--- config.mk ---
export PLATFORM = sky130hd
export DESIGN_NAME = mux_cfg_mem_loader
export DESIGN_NICKNAME = d
export VERILOG_FILES = /design/src/rtl/mux_cfg_mem_loader.sv
export SDC_FILE = /design/constraint.sdc
export NUM_CORES = 1
export LEC_CHECK = 0
export CAP_MARGIN = 20
export CORE_ASPECT_RATIO = 0.7
export CORE_MARGIN = 8
export CORE_UTILIZATION = 40
export DETAILED_ROUTE_END_ITERATION = 10
export GPL_ROUTABILITY_DRIVEN = 0
export GPL_TIMING_DRIVEN = 1
export HOLD_SLACK_MARGIN = 0.02
export PLACE_DENSITY = 0.73
export SLEW_MARGIN = 20
export SYNTH_ARGS = -nofsm -noshare
export SYNTH_HDL_FRONTEND = slang
export SYNTH_SLANG_ARGS = --single-unit
--- constraint.sdc ---
create_clock -name prog_clk -period 3.06 [get_ports prog_clk]
set_clock_uncertainty 0.1 [all_clocks]
set_input_delay 0.612 -clock prog_clk [delete_from_list [all_inputs] [get_ports prog_clk]]
set_output_delay 0.612 -clock prog_clk [all_outputs]
set_load 0.02 [all_outputs]
--- src/rtl/mux_cfg_mem_loader.sv ---
// Mux configuration writer: serialises valid/ready bitstream words LSB-first into a shadow chain and commits it atomically to mem/mem_inv.
// Optional macro CFG_PARITY_EN adds cfg_parity (even parity per word) and a sticky cfg_err that blocks the commit.
module mux_cfg_mem_loader #(
  parameter int NUM_BITS = 16,
  parameter int WORD_W   = 8
) (
  input  logic                prog_clk,
  input  logic                pReset_n,
  input  logic                cfg_start,
  input  logic [WORD_W-1:0]   cfg_word,
  input  logic                cfg_valid,
`ifdef CFG_PARITY_EN
  input  logic                cfg_parity,
`endif
  output logic                cfg_ready,
  output logic [0:NUM_BITS-1] mem,
  output logic [0:NUM_BITS-1] mem_inv,
  output logic                ccff_tail,
  output logic                cfg_busy,
  output logic                cfg_done,
  output logic                cfg_err
);

  localparam int CNT_W = $clog2(NUM_BITS + 1);
  localparam int IDX_W = (WORD_W > 1) ? $clog2(WORD_W) : 1;
  localparam logic [CNT_W-1:0] CNT_LAST = CNT_W'(NUM_BITS - 1);
  localparam logic [IDX_W-1:0] IDX_LAST = IDX_W'(WORD_W - 1);

  typedef enum logic [2:0] {
    S_IDLE,
    S_LOAD,
    S_SHIFT,
    S_COMMIT,
    S_DONE
  } state_t;

  state_t              state_q, state_d;
  logic [0:NUM_BITS-1] shadow_q, shadow_d;
  logic [CNT_W-1:0]    bit_cnt_q, bit_cnt_d;
  logic [WORD_W-1:0]   word_q, word_d;
  logic [IDX_W-1:0]    idx_q, idx_d;
  logic [0:NUM_BITS-1] mem_q, mem_d;
  logic [0:NUM_BITS-1] mem_inv_q, mem_inv_d;
  logic                ready_q, ready_d;
  logic                busy_q, busy_d;
  logic                done_q, done_d;
`ifdef CFG_PARITY_EN
  logic                err_q, err_d;
`endif

  always_comb begin
    state_d   = state_q;
    shadow_d  = shadow_q;
    bit_cnt_d = bit_cnt_q;
    word_d    = word_q;
    idx_d     = idx_q;
    mem_d     = mem_q;
    mem_inv_d = mem_inv_q;
`ifdef CFG_PARITY_EN
    err_d     = err_q;
`endif
    case (state_q)
      S_IDLE: begin
        if (cfg_start) begin
          state_d   = S_LOAD;
          shadow_d  = '0;
          bit_cnt_d = '0;
`ifdef CFG_PARITY_EN
          err_d     = 1'b0;
`endif
        end
      end
      S_LOAD: begin
        if (cfg_valid) begin
          state_d = S_SHIFT;
          word_d  = cfg_word;
          idx_d   = '0;
`ifdef CFG_PARITY_EN
          if (^{cfg_parity, cfg_word}) err_d = 1'b1;
`endif
        end
      end
      S_SHIFT: begin
        shadow_d  = {word_q[0], shadow_q[0:NUM_BITS-2]};
        word_d    = word_q >> 1;
        idx_d     = idx_q + IDX_W'(1);
        bit_cnt_d = bit_cnt_q + CNT_W'(1);
        // Chain completion wins over word exhaustion so surplus bits of the last word are dropped.
        if (bit_cnt_q == CNT_LAST) begin
          state_d = S_COMMIT;
        end else if (idx_q == IDX_LAST) begin
          state_d = S_LOAD;
        end
      end
      S_COMMIT: begin
        state_d = S_DONE;
`ifdef CFG_PARITY_EN
        if (!err_q) begin
          mem_d     = shadow_q;
          mem_inv_d = ~shadow_q;
        end
`else
        mem_d     = shadow_q;
        mem_inv_d = ~shadow_q;
`endif
      end
      S_DONE:  state_d = S_IDLE;
      default: state_d = S_IDLE;
    endcase

    ready_d = (state_d == S_LOAD);
    busy_d  = (state_d == S_LOAD) || (state_d == S_SHIFT) || (state_d == S_COMMIT);
    done_d  = (state_d == S_DONE);
  end

  always_ff @(posedge prog_clk or negedge pReset_n) begin
    if (!pReset_n) begin
      state_q   <= S_IDLE;
      shadow_q  <= '0;
      bit_cnt_q <= '0;
      word_q    <= '0;
      idx_q     <= '0;
      mem_q     <= '0;
      mem_inv_q <= '0;
      ready_q   <= 1'b0;
      busy_q    <= 1'b0;
      done_q    <= 1'b0;
`ifdef CFG_PARITY_EN
      err_q     <= 1'b0;
`endif
    end else begin
      state_q   <= state_d;
      shadow_q  <= shadow_d;
      bit_cnt_q <= bit_cnt_d;
      word_q    <= word_d;
      idx_q     <= idx_d;
      mem_q     <= mem_d;
      mem_inv_q <= mem_inv_d;
      ready_q   <= ready_d;
      busy_q    <= busy_d;
      done_q    <= done_d;
`ifdef CFG_PARITY_EN
      err_q     <= err_d;
`endif
    end
  end

  assign cfg_ready = ready_q;
  assign cfg_busy  = busy_q;
  assign cfg_done  = done_q;
  assign mem       = mem_q;
  assign mem_inv   = mem_inv_q;
  assign ccff_tail = shadow_q[NUM_BITS-1];
`ifdef CFG_PARITY_EN
  assign cfg_err   = err_q;
`else
  assign cfg_err   = 1'b0;
`endif

endmodule

After elaboration in Yosys (flattened, before gate mapping)
Index checks and enable logic that the tools add are counted.
Operators by class
  div/mod/pow operators: 0
  multiplexer cells: 13
  $add $sub $neg: 2
  bitwise gates (word level): 1
  multipliers: 0
  equality and inequality tests: 11
  order comparisons: 0
  reductions and logical operators: 7
  shift operators: 0
Operators with widths (count)
  $pmux W16 S2: 1
  $mux W16: 1
  $not A16 Y16: 1
  $pmux W8 S2: 1
  $mux W3: 5
  $eq A3 B2 Y1 const B: 4
  $pmux W3 S4: 1
  $pmux W5 S2: 1
  $mux W8: 1
  $eq A3 B1 Y1 const B: 2
  $eq A3 B3 Y1 const B: 2
  $pmux W3 S2: 1
  $add A5 B1 Y5 const B: 1
  $eq A5 B4 Y1 const B: 1
  $mux W5: 1
  $ne A2 B2 Y1 const B: 2
  $reduce_and A2 Y1: 2
  $reduce_bool A2 Y1: 2
  $add A3 B1 Y3 const B: 1
  $logic_not A3 Y1: 1
  $logic_or A1 B1 Y1: 2
Storage, ports and cells
  bits in read-only memories: 0
  bits in writable memories: 0
  memories: 0
  input port bits: 12
  output and inout bits: 37
  logic and storage cells: 44
  flip-flop bits (word level): 70
  bits in latches: 0

Logic depth before layout (Yosys ltp)
Gate-level depths: netlist of run 1.
  word-level depth: 7
  depth in mapped cells: 6
  gate-level depth less buffers: 6

Least setup slack after synthesis of run 1
OpenSTA, ideal clock, no wires.
  kind: input port to flip-flop
  from: input cfg_valid
  to: register word_q[0]
  library setup time: 123 ps
  data arrival time: 1424 ps
  stages: 5
  path buffers: 2
  setup slack: 1413 ps
  required time: 2837 ps
  cell sequence: nor4bb_1 buf_2 or2_1 buf_6 o221a_1
Between the ends
  word-level cells in the longest chain between the ends: 2
RTL lines
  from (decl): RTL line 11  | input logic cfg_valid,
  $ne A2 B2 Y1 (no line)
  $reduce_and A2 Y1 (no line)
  to (signal assigned): RTL line 135  | word_q <= word_d;
  to (decl): RTL line 40  | logic [WORD_W-1:0] word_q, word_d;
No other way between the ends.
A chain may end at the register's enable or synchronous reset.

Worst setup path in the final report of run 1
  from: register shadow_q[15] in the netlist's numbering
  to: output ccff_tail
RTL lines
  from (decl): RTL line 38  | logic [0:NUM_BITS-1] shadow_q, shadow_d;
  from (signal assigned): RTL line 133  | shadow_q <= shadow_d;
  to (decl): RTL line 18  | output logic ccff_tail,
No word-level cell between the ends.

==> run summary, run 1 <==
GLOBAL ROUTING
--------------------------------------------------------------------------------------
Global-route wire length before repair                                         9.30 mm
Vias in the first global route                                                    1848
Gr usage total                                                                   11.9%
Initial antenna violation count                                                      0
Maximum number of pins on one net before global-route repair                        71
Remaining global-route overflow                                                      0

FLOORPLANNING
--------------------------------------------------------------------------------------
Ports placed on the boundary                                                        49
Starting utilization of the core area                                            41.0%
Cell row count                                                                      25
Die Y-Extent                                                                   85.5 um
Core region area                                                             6730 um^2
Full die area                                                                9850 um^2
Horiz. Die Dim                                                                  115 um

STA
--------------------------------------------------------------------------------------
Endpoints failing setup                                                              0
Slew Limit Headroom                                                              42.6%
Highest achievable clock rate                                                0.485 GHz
Transition time of the tightest slew-check pin                                0.861 ns
Fin. Hold Viols                                                                      0
Setup TNS                                                                         0 ns
Smallest setup slack after layout                                             0.998 ns
Fraction of the cycle the final worst path needs                                 67.4%
Final count of pins violating max slew                                               0
RSZ-0062 raised after global routing                                                no
Min Tclk post-route                                                            2.06 ns

CRITICAL PATH
--------------------------------------------------------------------------------------
Path type of the worst setup path                                         flip-flop to primary output
Depth of the worst register-to-register path                                         3
Maximum fanout along the worst path                                                  4
CP Cell Sequence                                                          clkdlybuf4s50_1
Gate family responsible for the most delay along the worst path           buffers and inverters
Flop-to-flop setup slack                                                       1.17 ns
Critical path buffer and inverter count                                              1
Required time of the critical path                                             2.35 ns
Highest cell delay on the worst timing path                                    0.63 ns
Data arrival time of the critical path                                         1.35 ns
Capturing point of the worst reg2reg path                                    word_q[5]
Worst reg2reg path startpoint                                               state_q[1]
Crit. End Element                                                         primary output
Cell at the slowest stage of the critical path                            sky130_fd_sc_hd__clkdlybuf4s50_1
CP startpoint kind                                                           flip-flop

CLOCK NETWORK
--------------------------------------------------------------------------------------
TritonCTS clock tree                                                               yes
Deepest level of the CTS H-tree                                                      3
Root buffer cell                                                          sky130_fd_sc_hd__clkbuf_8
Number of CTS-inserted buffers                                                       9
Buffer levels on the longest clock path                                              2
Number of setup buffers added after CTS                                              0
Hold buffer count at CTS                                                             0
Clock slew at the register clock pins of the worst setup and hold paths        0.07 ns
Skew-Pair Late Insertion Delay                                                 0.34 ns
CTS-repair resized insts                                                             0
Count of clock tree sinks                                                           70

POWER
--------------------------------------------------------------------------------------
Peak ir drop on the vdd network                                                 412 uV
Cell leakage power                                                             1.60 nW
Total power density per cell area                                          904 nW/um^2

SYNTHESIS
--------------------------------------------------------------------------------------
Synth Instances                                                                    208
Count of flip-flops with a built-in enable after synthesis                           0
Synth Net Count                                                                    224
Post-synthesis instance area                                                 2760 um^2
Synthesized area per cell                                                    13.3 um^2
Number of warnings issued by yosys                                                   0
Dominant register cell in the synthesized netlist                         sky130_fd_sc_hd__dfrtp_1
Number of unique standard cell types used by synthesis                              36
FF+latch count, synth                                                               70
Async set or reset register ratio after synthesis                                 100%
Sequential element share of the synthesized area                                 63.5%

ROUTING
--------------------------------------------------------------------------------------
Average wire per standard cell                                                 15.4 um
Via total after detailed routing                                                  1772
Length of the first detailed-routing pass in iterations                              5
Final routed DRC violation total                                                     0
Antenna Nets Post-Route                                                              0
Final Routed Wirelength                                                        5.47 mm
Iter 0 DRT Violations                                                               83
DR vias/cell                                                                      4.98

FINISH
--------------------------------------------------------------------------------------
Fraction of final layout cells with drive strength greater than 1                15.3%
Non-filler cells in the finished layout                                            356
Inserted Diodes                                                                      0
Filler Cell Count                                                                  587
Signed area change from the synthesized netlist to the final layout              25.8%
Total Nets Final                                                                   273

PLACEMENT
--------------------------------------------------------------------------------------
Worst Setup Slack post-DPL                                                    0.764 ns
Number of cells in the design after placement                                      340
# port buffers                                                                      47
Half-perimeter wire length after placement                                     3.67 mm

FLOW RUN
--------------------------------------------------------------------------------------
Maxcap violations                                                                    0

HOLD PATH
--------------------------------------------------------------------------------------
Tightest Hold Check Type                                                  input port to async pin

STATUS
--------------------------------------------------------------------------------------
Result of the run                                                         finished, final reports clean

==> worst max-delay path by stage <==
stage	startpoint	to	slack, ns	depth (start not counted)
6_report	shadow_q[15]	ccff_tail	1.0	1
5_1_grt	shadow_q[15]	ccff_tail	0.94	1
4_1_cts	shadow_q[15]	ccff_tail	0.98	1
3_5_place_dp	cfg_valid	word_q[0]	0.76	5
3_3_place_gp	cfg_valid	word_q[2]	0.84	5
2_1_floorplan	cfg_valid	word_q[0]	1.41	5
==> cells in the final DEF, fill, tap and decap left out, drive strengths merged, types with 5 or more instances in the layout <==
cell type / instances
clkbuf: 10
o21ai: 20
or2b: 7
o221a: 7
a22o: 21
clkdlybuf4s50: 46
dfrtp: 70
buf: 5
mux2: 16
nand2: 20
inv: 5
==> cells in the mapped netlist (all sizes together) (2+ instances only) <==
cell type   n  share of area (%)
dfrtp      70                 63
a22o       21                6.7
nand2      20                2.7
o21ai      20                3.8
mux2       16                6.5
buf        10                2.4
o221a       7                2.9
or2b        7                1.9
ha          4                1.8
inv         4               0.54
clkbuf      3               0.41
nand3b      3               0.82
mux2i       2               0.73
nor2        2               0.36
o21a        2               0.54
or4b        2               0.73
==> stage by stage <==
stage / total power, mW / util, % / hold slack (ns) / instance area (um^2)
final: 3.14 / 51.6 / 0.370 / 3470
after global routing: 3.35 / 51.6 / 0.410 / 3470
after CTS: 3.17 / 51.6 / 0.388 / 3470
after detailed placement: 2.52 / 49.0 / 0.371 / 3300
after global placement: 2.48 / 49.0 / 0.361 / 3300
after floorplan: 2.06 / - / 0.216 / 2760
==> layer usage <==
| metal | global-route usage [%] | share of wire (%) |
|---|---|---|
| met5 | 0 | 0 |
| met3 | 4.32 | 6.8 |
| met1 | 16.2 | 50 |
| met4 | 3.92 | 0.71 |
| met2 | 17.0 | 43 |
==> sequential cells by signal (all words and copies together), names as in the netlist <==
name       cells
mem           16
mem_inv       16
shadow_q      16
word_q         8
bit_cnt_q      5
idx_q          3
state_q        3
cfg_busy       1
cfg_done       1
cfg_ready      1
==> kinds of logic after synthesis <==
group | Yosys count | share of synthesized area [%]
flops | 70 | 63.5
fa+ha+maj | 4 | 1.81
simple gates | 43 | 8.93
other cells | 1 | 0.136
compound gates | 55 | 15.1
buf+inv | 17 | 3.31
mux | 18 | 7.26
==> worst reg2reg max path: cells and delay by family, from the launching register on <==
kind | cells | cell delay, ns
compound gates | 1 | 0.24
simple gates | 2 | 0.87
flops | 1 | 0.63
==> report_power, final <==
group / switching, mW / total [mW] / internal, mW
Sequential: 0.198 / 1.39 / 1.19
Combinational: 0.575 / 1.09 / 0.520
Clock: 0.355 / 0.653 / 0.298
Total: 1.13 / 3.14 / 2.01
==> area by class of cell <==
type | count | area (um^2) | share of cell area (%)
clock buffer | 10 | 128 | 3.68
clock inverter | 6 | 46.3 | 1.33
inverter | 4 | 15.0 | 0.433
multi-input combinational | 121 | 916 | 26.4
sequential | 70 | 1750 | 50.5
tap | 94 | 118 | 3.39
timing repair buffer | 51 | 495 | 14.3
(Power assumes the default switching activity.)
==> run 2, diff against run 1 <==
Clock period 3.06 ns to 1.9 ns, I/O delays scaled along.
==> run 2 against run 1 <==
Routed wire length increased by 3.6%. Sequential share of layout area shrank 2.5 points. Clock power grew 140%. Sequential power grew 60%. Worst hold slack improved by 0.0057 ns. Core utilization is 2.7 points higher. Via count rose by 1.9%. Highest routed layer unchanged.
==> run summary, run 2 (synthesis results as in run 1) <==
CRITICAL PATH
--------------------------------------------------------------------------------------
Path type of the worst setup path                                         flip-flop to primary output
Highest cell delay on the worst timing path                                    0.62 ns
Critical path buffer and inverter count                                              1
CP Cell Sequence                                                          clkdlybuf4s50_1
Flop-to-flop setup slack                                                       0.18 ns
Cell at the slowest stage of the critical path                            sky130_fd_sc_hd__clkdlybuf4s50_1
Maximum fanout along the worst path                                                  4
CP startpoint kind                                                           flip-flop
Data arrival time of the critical path                                         1.36 ns
Crit. End Element                                                         primary output
Gate family responsible for the most delay along the worst path           buffers and inverters
Required time of the critical path                                             1.42 ns

GLOBAL ROUTING
--------------------------------------------------------------------------------------
Initial antenna violation count                                                      0
Remaining global-route overflow                                                      0
Gr usage total                                                                   12.4%
Vias in the first global route                                                    1832
Maximum number of pins on one net before global-route repair                        51
Global-route wire length before repair                                         9.47 mm

FINISH
--------------------------------------------------------------------------------------
Fraction of final layout cells with drive strength greater than 1                17.2%
Inserted Diodes                                                                      0
Share of the core filled with cells in the final layout                          54.3%
Signed area change from the synthesized netlist to the final layout              32.3%
Most frequent cells in the layout                                         70 x sky130_fd_sc_hd__dfrtp_1, 46 x sky130_fd_sc_hd__clkdlybuf4s50_1, 21 x sky130_fd_sc_hd__a22o_1
Filler Cell Count                                                                  562
Non-filler cells in the finished layout                                            362
Total Nets Final                                                                   279
Most common library cell in the layout ignoring fill and taps             sky130_fd_sc_hd__dfrtp_1

CLOCK NETWORK
--------------------------------------------------------------------------------------
Number of CTS-inserted buffers                                                       9
Skew-Pair Late Insertion Delay                                                 0.34 ns
TritonCTS clock tree                                                               yes
Deepest level of the CTS H-tree                                                      3
Clock slew at the register clock pins of the worst setup and hold paths        0.08 ns
Count of clock tree sinks                                                           70
CTS-repair resized insts                                                             0
Number of setup buffers added after CTS                                              0
Root buffer cell                                                          sky130_fd_sc_hd__clkbuf_8
Buffer levels on the longest clock path                                              2

ROUTING
--------------------------------------------------------------------------------------
Average wire per standard cell                                                 15.7 um
Antenna Nets Post-Route                                                              0
Length of the first detailed-routing pass in iterations                              4
DR vias/cell                                                                      4.99
Via total after detailed routing                                                  1806
Final routed DRC violation total                                                     0
Iter 0 DRT Violations                                                               63
Final Routed Wirelength                                                        5.67 mm

FLOORPLANNING
--------------------------------------------------------------------------------------
Starting utilization of the core area                                            41.0%
Die Y-Extent                                                                   85.5 um
Full die area                                                                9850 um^2
Horiz. Die Dim                                                                  115 um
Ports placed on the boundary                                                        49
Cell row count                                                                      25
Core region area                                                             6730 um^2

PLACEMENT
--------------------------------------------------------------------------------------
# port buffers                                                                      47
Number of cells in the design after placement                                      345
Half-perimeter wire length after placement                                     3.85 mm
Worst Setup Slack post-DPL                                                   -0.132 ns

POWER
--------------------------------------------------------------------------------------
Fraction of power spent switching nets                                           32.6%
Net Sw Power                                                                   1.85 mW
Cell leakage power                                                             1.69 nW
Total power density per cell area                                         1550 nW/um^2
Clock share of power                                                             27.9%
Internal                                                                       3.81 mW
Peak ir drop on the vdd network                                                 860 uV
Combinational fraction of design power                                           32.6%
Share of total power in sequential cells                                         39.4%

FLOW RUN
--------------------------------------------------------------------------------------
Maxcap violations                                                                    0

STA
--------------------------------------------------------------------------------------
Smallest setup slack after layout                                            0.0609 ns
RSZ-0062 raised after global routing                                                no
Min Tclk post-route                                                            1.84 ns
Slew Limit Headroom                                                              45.8%
Transition time of the tightest slew-check pin                                0.812 ns
Highest achievable clock rate                                                0.544 GHz
Fin. Hold Viols                                                                      0
Endpoints failing setup                                                              0
Fraction of the cycle the final worst path needs                                 96.8%
Worst hold slack                                                              0.376 ns
Final count of pins violating max slew                                               0
Setup TNS                                                                         0 ns

STATUS
--------------------------------------------------------------------------------------
Result of the run                                                         finished, final reports clean

HOLD PATH
--------------------------------------------------------------------------------------
Tightest Hold Check Type                                                  flip-flop to flip-flop

[run 2: cell count changes in the layout (fill, tap and decap cells not counted)]
| cell | delta |
|---|---|
| sky130_fd_sc_hd__buf_12 | +3 |
| sky130_fd_sc_hd__buf_4 | +2 |
| sky130_fd_sc_hd__bufinv_16 | +4 |
| sky130_fd_sc_hd__clkbuf_1 | -1 |
| sky130_fd_sc_hd__clkinv_2 | -1 |
| sky130_fd_sc_hd__clkinv_4 | +1 |
| sky130_fd_sc_hd__clkinvlp_4 | -2 |
| sky130_fd_sc_hd__dlygate4sd3_1 | +1 |
| sky130_fd_sc_hd__inv_6 | -1 |
[run 2: repair_timing]
action / 4_1_cts / 5_1_grt
hold buffers: 1 / 0
endpoints found under the setup margin: 0 / 0
endpoints found under the hold margin: 16 / 0
[run 2: path summary, 6_finish.rpt]
| check | startpoint | endpoint | cells past startpoint |
|---|---|---|---|
| setup / recovery | shadow_q[15] | ccff_tail | 1 |
| hold / removal | mem_inv[13] | mem_inv[13] | 2 |
| setup reg to reg | state_q[1] | bit_cnt_q[2] | 3 |
| hold reg to reg | mem_inv[13] | mem_inv[13] | 2 |
| max in group asynchronous | pReset_n | idx_q[0] | 3 |
| min in group asynchronous | pReset_n | shadow_q[13] | 2 |
[run 2: through the flow]
step / instance area (um^2) / power, mW
6_report: 3650 / 5.66
5_1_grt: 3650 / 5.98
4_1_cts: 3650 / 5.72
3_5_place_dp: 3370 / 4.12
3_3_place_gp: 3370 / 4.05
2_1_floorplan: 2760 / 3.32
[run 2: power by group through the flow]
stage                     sequential (mW)  combinational (mW)  clock, mW
after floorplan                      2.46               0.864          0
after global placement               2.24                1.81          0
after detailed placement             2.25                1.87          0
after CTS                            2.24                1.88       1.60
after global routing                 2.29                2.02       1.68
final                                2.23                1.85       1.58
[run 2: cell type report]
cell class,instances,area (um^2),share of cell area (%)
Tap cell,94,118,3.22
Inverter,4,15.0,0.411
Clock buffer,9,124,3.39
Clock inverter,7,146,4.01
Multi-Input combinational cell,121,916,25.1
Sequential cell,70,1750,48.0
Timing Repair Buffer,57,581,15.9
[run 2: layer usage]
| metal | track usage, % | share of wire [%] | routed length [um] |
|---|---|---|---|
| met5 | 0 | 0 | 0 |
| met4 | 4.99 | 1.8 | 102 |
| met2 | 17.1 | 44 | 2470 |
| met3 | 4.96 | 6.1 | 344 |
| met1 | 16.9 | 48 | 2750 |
